===== src/rtl/multicycle_controller.sv =====
// Multicycle ARM-subset control unit: Moore sequencer, ALU decode,
// NZCV flag register and per-instruction condition latch.
module multicycle_controller #(
    parameter logic [3:0] FLAGS_RST = 4'b0000
) (
    input  logic        clk,
    input  logic        reset,
    input  logic [19:0] Instr,
    input  logic [3:0]  ALUFlags,
    output logic        PCWrite,
    output logic        IRWrite,
    output logic        RegWrite,
    output logic        MemWrite,
    output logic        AdrSrc,
    output logic [1:0]  RegSrc,
    output logic [1:0]  ImmSrc,
    output logic        ALUSrcA,
    output logic [1:0]  ALUSrcB,
    output logic [1:0]  ALUControl,
    output logic [1:0]  ResultSrc,
    output logic [3:0]  Flags,
    output logic [3:0]  State
);

    typedef enum logic [3:0] {
        FETCH    = 4'd0,
        DECODE   = 4'd1,
        MEMADR   = 4'd2,
        MEMREAD  = 4'd3,
        MEMWB    = 4'd4,
        MEMWRITE = 4'd5,
        EXECR    = 4'd6,
        EXECI    = 4'd7,
        ALUWB    = 4'd8,
        BRANCH   = 4'd9
    } state_t;

    state_t     state;
    state_t     next;
    logic [3:0] flags;
    logic       condreg;
    logic       condex;

    logic [3:0] cond;
    logic [1:0] op;
    logic [5:0] funct;
    logic [3:0] rd;
    logic [3:0] cmd;

    assign cond  = Instr[19:16];
    assign op    = Instr[15:14];
    assign funct = Instr[13:8];
    assign rd    = Instr[3:0];
    assign cmd   = funct[4:1];

    logic [1:0] dp_ctl;
    logic       dp_bad;
    logic       regw;
    logic       memw;
    logic       branch;
    logic       aluop;
    logic       fetch;
    logic       addsub;

    always_ff @(posedge clk or posedge reset) begin
        if (reset) state <= FETCH;
        else       state <= next;
    end

    always_comb begin
        next = FETCH;
        case (state)
            FETCH:    next = DECODE;
            DECODE: begin
                case (op)
                    2'b00:   next = funct[5] ? EXECI : EXECR;
                    2'b01:   next = MEMADR;
                    2'b10:   next = BRANCH;
                    default: next = FETCH;
                endcase
            end
            MEMADR:   next = funct[0] ? MEMREAD : MEMWRITE;
            MEMREAD:  next = MEMWB;
            EXECR:    next = ALUWB;
            EXECI:    next = ALUWB;
            default:  next = FETCH;
        endcase
    end

    // Unrecognised commands fall back to add and never write back.
    always_comb begin
        dp_ctl = 2'b00;
        dp_bad = 1'b0;
        unique case (1'b1)
            (cmd == 4'b0100): dp_ctl = 2'b00;
            (cmd == 4'b0010): dp_ctl = 2'b01;
            (cmd == 4'b0000): dp_ctl = 2'b10;
            (cmd == 4'b1100): dp_ctl = 2'b11;
            default:          dp_bad = 1'b1;
        endcase
    end

    always_comb begin
        AdrSrc    = 1'b0;
        ALUSrcA   = 1'b0;
        ALUSrcB   = 2'b00;
        ResultSrc = 2'b00;
        regw      = 1'b0;
        memw      = 1'b0;
        branch    = 1'b0;
        aluop     = 1'b0;
        fetch     = 1'b0;
        case (state)
            FETCH: begin
                fetch     = 1'b1;
                ALUSrcA   = 1'b1;
                ALUSrcB   = 2'b10;
                ResultSrc = 2'b10;
            end
            DECODE: begin
                ALUSrcA   = 1'b1;
                ALUSrcB   = 2'b10;
                ResultSrc = 2'b10;
            end
            MEMADR:   ALUSrcB = 2'b01;
            MEMREAD:  AdrSrc  = 1'b1;
            MEMWB: begin
                ResultSrc = 2'b01;
                regw      = 1'b1;
            end
            MEMWRITE: begin
                AdrSrc = 1'b1;
                memw   = 1'b1;
            end
            EXECR:    aluop = 1'b1;
            EXECI: begin
                ALUSrcB = 2'b01;
                aluop   = 1'b1;
            end
            ALUWB:    regw = ~dp_bad;
            BRANCH: begin
                ALUSrcB   = 2'b01;
                ResultSrc = 2'b10;
                branch    = 1'b1;
            end
            default: begin
                fetch     = 1'b1;
                ALUSrcA   = 1'b1;
                ALUSrcB   = 2'b10;
                ResultSrc = 2'b10;
            end
        endcase
    end

    assign ALUControl = aluop ? dp_ctl : 2'b00;
    assign ImmSrc     = op;
    assign RegSrc     = {op == 2'b01, op == 2'b10};

    assign IRWrite  = fetch & ~reset;
    assign RegWrite = regw & condreg & ~reset;
    assign MemWrite = memw & condreg & ~reset;
    assign PCWrite  = (fetch | ((branch | (regw & (rd == 4'hF))) & condreg))
                    & ~reset;

    always_comb begin
        condex = 1'b0;
        case (cond)
            4'h0: condex = flags[2];
            4'h1: condex = ~flags[2];
            4'h2: condex = flags[1];
            4'h3: condex = ~flags[1];
            4'h4: condex = flags[3];
            4'h5: condex = ~flags[3];
            4'h6: condex = flags[0];
            4'h7: condex = ~flags[0];
            4'h8: condex = flags[1] & ~flags[2];
            4'h9: condex = ~flags[1] | flags[2];
            4'hA: condex = flags[3] == flags[0];
            4'hB: condex = flags[3] != flags[0];
            4'hC: condex = ~flags[2] & (flags[3] == flags[0]);
            4'hD: condex = flags[2] | (flags[3] != flags[0]);
            4'hE: condex = 1'b1;
            default: condex = 1'b0;
        endcase
    end

    assign addsub = ~dp_ctl[1];

    always_ff @(posedge clk or posedge reset) begin
        if (reset) begin
            condreg <= 1'b0;
        end else if (state == DECODE) begin
            condreg <= condex;
        end
    end

    always_ff @(posedge clk or posedge reset) begin
        if (reset) begin
            flags <= FLAGS_RST;
        end else if ((state == EXECR || state == EXECI) && condreg && funct[0]) begin
            flags[3:2] <= ALUFlags[3:2];
            if (addsub) flags[1:0] <= ALUFlags[1:0];
        end
    end

    assign Flags = flags;
    assign State = state;

endmodule


===== config.mk =====
export PLATFORM = sky130hd
export DESIGN_NAME = multicycle_controller
export DESIGN_NICKNAME = d
export VERILOG_FILES = /design/src/rtl/multicycle_controller.sv
export SDC_FILE = /design/constraint.sdc
export NUM_CORES = 1
export LEC_CHECK = 0
export ABC_CLOCK_PERIOD_IN_PS = 1800
export CORE_MARGIN = 2
export CORE_UTILIZATION = 38
export CTS_BUF_LIST = sky130_fd_sc_hd__clkbuf_16
export CTS_CLUSTER_SIZE = 8
export DETAILED_ROUTE_END_ITERATION = 10
export GPL_TIMING_DRIVEN = 0
export PLACE_DENSITY = 0.8
export SYNTH_ARGS = -nofsm -noshare
export SYNTH_HDL_FRONTEND = slang
export SYNTH_SLANG_ARGS = --single-unit

===== constraint.sdc =====
create_clock -name clk -period 1.8 [get_ports clk]
set_input_delay 0.36 -clock clk [delete_from_list [all_inputs] [get_ports clk]]
set_output_delay 0.36 -clock clk [all_outputs]
set_load 0.01 [all_outputs]

After elaboration in Yosys (flattened, before gate mapping)
Index checks and enable logic that the tools add are counted.
{"block": "word_totals", "register_bits": 9, "input_bits": 26, "out_inout_bits": 24, "wordCells": 87}
{"block": "classes", "eq_ne": 31, "muxes": 16, "bitwise": 20, "reduce_logical": 16}
{"operator": "equality test 4 bit, second input constant", "count": 11}
{"operator": "equality test 4 x 3 -> 1 bit, second input constant", "count": 9}
{"operator": "equality test 4 x 2 -> 1 bit, second input constant", "count": 5}
{"operator": "case mux 4 bit (5 select lines)", "count": 1}
{"operator": "case mux 1 bit (15 select lines)", "count": 1}
{"operator": "zero test 4 bit", "count": 3}
{"operator": "case mux 4 bit (3 select lines)", "count": 1}
{"operator": "bitwise AND 1 bit", "count": 10}
{"operator": "OR reduction 9 bit", "count": 1}
{"operator": "equality test 4 x 1 -> 1 bit, second input constant", "count": 2}
{"operator": "case mux 2 bit (2 select lines)", "count": 2}
{"operator": "OR reduction 8 bit", "count": 1}
{"operator": "2-to-1 mux 1 bit", "count": 7}
{"operator": "NOT 1 bit", "count": 6}
{"operator": "case mux 2 bit (3 select lines)", "count": 1}
{"operator": "OR reduction 6 bit", "count": 1}
{"operator": "OR reduction 5 bit", "count": 1}
{"operator": "bitwise OR 1 bit", "count": 4}
{"operator": "OR reduction 2 bit", "count": 2}
{"operator": "OR reduction 4 bit", "count": 1}
{"operator": "2-to-1 mux 3 bit", "count": 1}
{"operator": "OR reduction 3 bit", "count": 1}
{"operator": "equality test 2 x 1 -> 1 bit, second input constant", "count": 1}
{"operator": "equality test 2 bit, second input constant", "count": 1}
{"operator": "other kinds (8)", "count": 9}

Longest topological paths before layout
{"block": "logic_depth", "depth_word": 8, "ltp_mapped": 5, "ltp_nobuf": 4}

Least setup slack after synthesis
No wires, ideal clock.
{"block": "synth_path", "path_kind": "reg2out", "startpoint": "register state[2], in the netlist State[2]", "endpoint": "output RegWrite", "t_arrival_ns": 1.452, "t_required_ns": 1.440, "path_slack_ns": -0.012, "path_stages_with_launch": 5, "path_buffers": 1, "cell_sequence": "dfrtp_1 > clkbuf_1 > nand2b_1 > o31ai_1 > nor4b_1"}
{"block": "synth_between", "elab_chain_cells": 4, "elab_cells_between_ends": 5, "classes_between": "eq/ne (2); mux (1); bitwise (2)"}
{"element": "start: declaration", "line": "38", "source": "state_t state;"}
{"element": "start signal: assignment", "line": "67", "source": "else state <= next;"}
{"element": "equality test 4 bit / equality test 4 x 3 -> 1 bit (equally long branches)", "line": "113", "source": "case (state)"}
{"element": "case mux 1 bit (2 select lines) *", "line": "113"}
{"element": "bitwise AND 1 bit * (2 in series)", "line": "160", "source": "assign RegWrite = regw & condreg & ~reset;"}
{"element": "end: declaration", "line": "12", "source": "output logic RegWrite,"}
Mark *: on every way between the ends. The rest lies on a longest branch, timed or not.

Worst setup path after layout
{"block": "layout_path", "startpoint": "register state[3], in the netlist State[3]", "endpoint": "output PCWrite"}
{"block": "layout_between", "elab_chain_cells": 7, "elab_cells_between_ends": 18, "classes_between": "eq/ne (9); mux (3); bitwise (5); reduce/logical (1)"}
{"element": "equality test 4 bit / equality test 4 x 3 -> 1 bit (equally long branches)", "line": "113"}
{"element": "case mux 1 bit (2 select lines)", "line": "113"}
{"element": "bitwise AND 1 bit", "line": "162", "source": "assign PCWrite = (fetch | ((branch | (regw & (rd == 4'hF))) & condreg))"}
{"element": "bitwise OR 1 bit", "line": "162"}
{"element": "bitwise AND 1 bit", "line": "162"}
{"element": "bitwise OR 1 bit *", "line": "162"}
{"element": "bitwise AND 1 bit *", "line": "163", "source": "& ~reset;"}
{"element": "end: declaration", "line": "10", "source": "output logic PCWrite,"}
Marks and branches as above.

==> results.sh <==
export IMPL_synth_seq_area_share=0.2535
export IMPL_cpPeakStageDelay_ns=0.52
export IMPL_clock_sinks=9
export IMPL_critPathLaunchType="register"
export IMPL_drc=0
export IMPL_synthesis_nets=130
export IMPL_syn_inst=104
export IMPL_avgSynthCellArea_um2=8.542
export IMPL_setup_ws_ns=-0.1619
export IMPL_crit_type="register to output port"
export IMPL_drtIter0Drc=21
export IMPL_overflow=0
export IMPL_initial_core_util=0.4016
export IMPL_h_tree_depth=1
export IMPL_crit_required_ns=1.44
export IMPL_crit_family="simple AND/OR/NAND/NOR gates"
export IMPL_clk_pin_slew_ns=0.04
export IMPL_ys_flop_type="dfrtp_1"
export IMPL_cts_buffers_inserted=3
export IMPL_r2r_end="condreg$_DFFE_PP0P_"
export IMPL_dr_pass1_iters=4
export IMPL_hold_viol=0
export IMPL_grt_pass1_wl_um=4560
export IMPL_wl_per_cell_um=15.31
export IMPL_die_w_um=52.35
export IMPL_core_area_um2=2212
export IMPL_antenna_found_initial=0
export IMPL_areaGrowthSynthToFinish_pct=74.08
export IMPL_fillerInstances=184
export IMPL_clock_tree_root_cell="clkbuf_16"
export IMPL_die_h_um=52.35
export IMPL_fin_nets=184
export IMPL_globalplace_congestion=0.8224
export IMPL_final_common_cell="clkdlybuf4s50_1"
export IMPL_avgViaCountPerCell=5.622
export IMPL_ir_drop_uv=982.0
export IMPL_final_cell_mix="clkdlybuf4s50_1 (21), buf_4 (9), nand2_1 (9)"
export IMPL_async_reset_ff_frac=1.000
export IMPL_dp_cells=175
export IMPL_cp_max_fo=5
export IMPL_worstPathArrival_ns=1.60
export IMPL_ys_types=43
export IMPL_status="finished, violations left"
export IMPL_drt_total_wl_um=2832
export IMPL_cp_slowest_cell="or4_4"
export IMPL_worst_hold_slack_ns=0.3283
export IMPL_rsz0062_at_grt="yes"
export IMPL_finalCritPeriodShare=1.090
export IMPL_grt_total_usage=0.2193
export IMPL_cts_path_max_buffers=2
export IMPL_drive_gt1_frac=0.3567
export IMPL_hpwl_um=1979
export IMPL_portBuffers=43
export IMPL_ios=50
export IMPL_drtAntennaViolNets=0
export IMPL_maxCapViolCount=0
export IMPL_ys_ff_latch=9
export IMPL_die_area_um2=2741
export IMPL_synth_edf_count=0
export IMPL_antenna_diode_count=0
export IMPL_layoutNonFillerInstCount=185
export IMPL_hold_buffers=0
export IMPL_skew_ns=0.001491
export IMPL_drv_slew=0
export IMPL_synth_area_um2=888.4
export IMPL_cts_tree="built"
export IMPL_path_cells="or4_4 > a21oi_2 > o21bai_1 > buf_2"
export IMPL_failed_checks="negative setup slack"
export IMPL_worstRegToRegCells=4
export IMPL_period_needed_ns=1.962
export IMPL_p_leak_uw=0.0006567
export IMPL_grt_max_degree=11
export IMPL_reg2reg_slack_ns=0.05
export IMPL_crit_buf_inv=1
export IMPL_via_count=1040
export IMPL_r2r_start="Flags[3]$_DFFE_PP0P_"
export IMPL_setup_viol=7
export IMPL_grt_pass1_vias=1081
export IMPL_tightestPinTransition_ns=0.3966
export IMPL_rows=17
export IMPL_yosys_warnings=0
export IMPL_pwr_density_cell_nw_per_um2=1406
export IMPL_clock_fmax_mhz=509.7
export IMPL_hold_class="input pin to async pin"
export IMPL_end_kind="output port"
export IMPL_clkLatencyLatePin_ns=0.24
export IMPL_relSlewSlack=0.7323
-- power by group --
group,switching [uW],internal (uW)
combinational,616,740
sequential,131,294
clock,103,291
-- metal layers --
metal / part of all wire / wire length, um / vias up / track usage
li1: - / - / 494 / -
met1: 0.42 / 1177 / 495 / 0.2465
met2: 0.50 / 1419 / 44 / 0.3979
met3: 0.067 / 190 / 7 / 0.04000
met4: 0.016 / 44 / 0 / 0.09402
met5: 0 / 0 / - / 0
-- cells in the mapped netlist, drive strengths merged, types with 2 or more instances --
master / instances / area [um^2]
xor2: 2 / 17.52
mux2i: 4 / 40.04
a21oi: 2 / 10.01
mux2: 6 / 67.56
nor4b: 5 / 58.80
o31ai: 2 / 15.01
dfrtp: 9 / 225.2
or4: 2 / 15.01
nand2: 9 / 33.78
nand4: 3 / 18.77
buf: 3 / 18.76
nor2: 7 / 26.28
nor3b: 3 / 22.52
inv: 3 / 11.26
nand2b: 4 / 25.02
nor3: 5 / 25.02
nor4: 2 / 12.51
o21ai: 5 / 25.02
nor2b: 3 / 18.77
clkbuf: 5 / 38.79
-- layout make-up --
class | count | area (um^2) | share of cell area
multi-input cells | 83 | 661.9 | 0.4280
repair buffers | 49 | 430.4 | 0.2783
flip-flops and latches | 9 | 229.0 | 0.1481
plain buffers | 9 | 96.34 | 0.06230
clock buffers | 3 | 75.07 | 0.04854
well taps | 28 | 35.03 | 0.02265
inverters | 3 | 15.01 | 0.009709
clock inverters | 1 | 3.754 | 0.002427
-- stage by stage --
step / worst slack (ns) / instance area, um^2 / utilization / total power (uW) / setup TNS, ns
2_1_floorplan: 0.02654 / 895.9 / - / 1037 / 0
3_3_place_gp: -0.8094 / 1361 / 0.6154 / 1557 / -5.981
3_5_place_dp: -0.8445 / 1361 / 0.6154 / 1579 / -6.295
4_1_cts: -0.1581 / 1493 / 0.6748 / 2059 / -0.9089
5_1_grt: -0.2301 / 1546 / 0.6991 / 2307 / -1.150
6_report: -0.1619 / 1546 / 0.6991 / 2174 / -0.7056
-- cell families (layout without fill, tap and decap cells) --
| group | Yosys count | after routing | share of synthesized area |
|---|---|---|---|
| AND/OR/NAND/NOR | 50 | 50 | 0.3507 |
| AO/OA/AOI/OAI | 20 | 20 | 0.1578 |
| buffers and inverters | 12 | 65 | 0.08732 |
| multiplexers | 10 | 10 | 0.1211 |
| flip-flops | 9 | 9 | 0.2535 |
| XOR/XNOR | 3 | 3 | 0.02958 |
-- timing repair --
item | CTS | global route
resized for setup | 58 | 28
setup endpoints to repair | 17 | 13
setup buffers | 3 | 3
pin swaps | 3 | 2
-- how the worst max path moves through the flow --
stage | startpoint | endpoint | cells past startpoint
6_report | State[3]$_DFF_PP0_ | PCWrite | 4
3_5_place_dp | Instr[11] | RegWrite | 5
5_1_grt | State[2]$_DFF_PP0_ | PCWrite | 4
3_3_place_gp | Instr[11] | RegWrite | 5
2_1_floorplan | State[3]$_DFF_PP0_ | PCWrite | 3
4_1_cts | State[2]$_DFF_PP0_ | ALUSrcA | 4
-- state kept, by name (all words and copies together), names as in the netlist --
| signal | cells |
|---|---|
| Flags | 4 |
| State | 4 |
| condreg | 1 |
-- tightest hold or removal path, cell delays in order --
cell           delay (ns)
dlygate4sd2_1        0.28
clkinvlp_4           0.09
buf_4                0.18
Note: power is estimated with default switching activity, not from simulation.
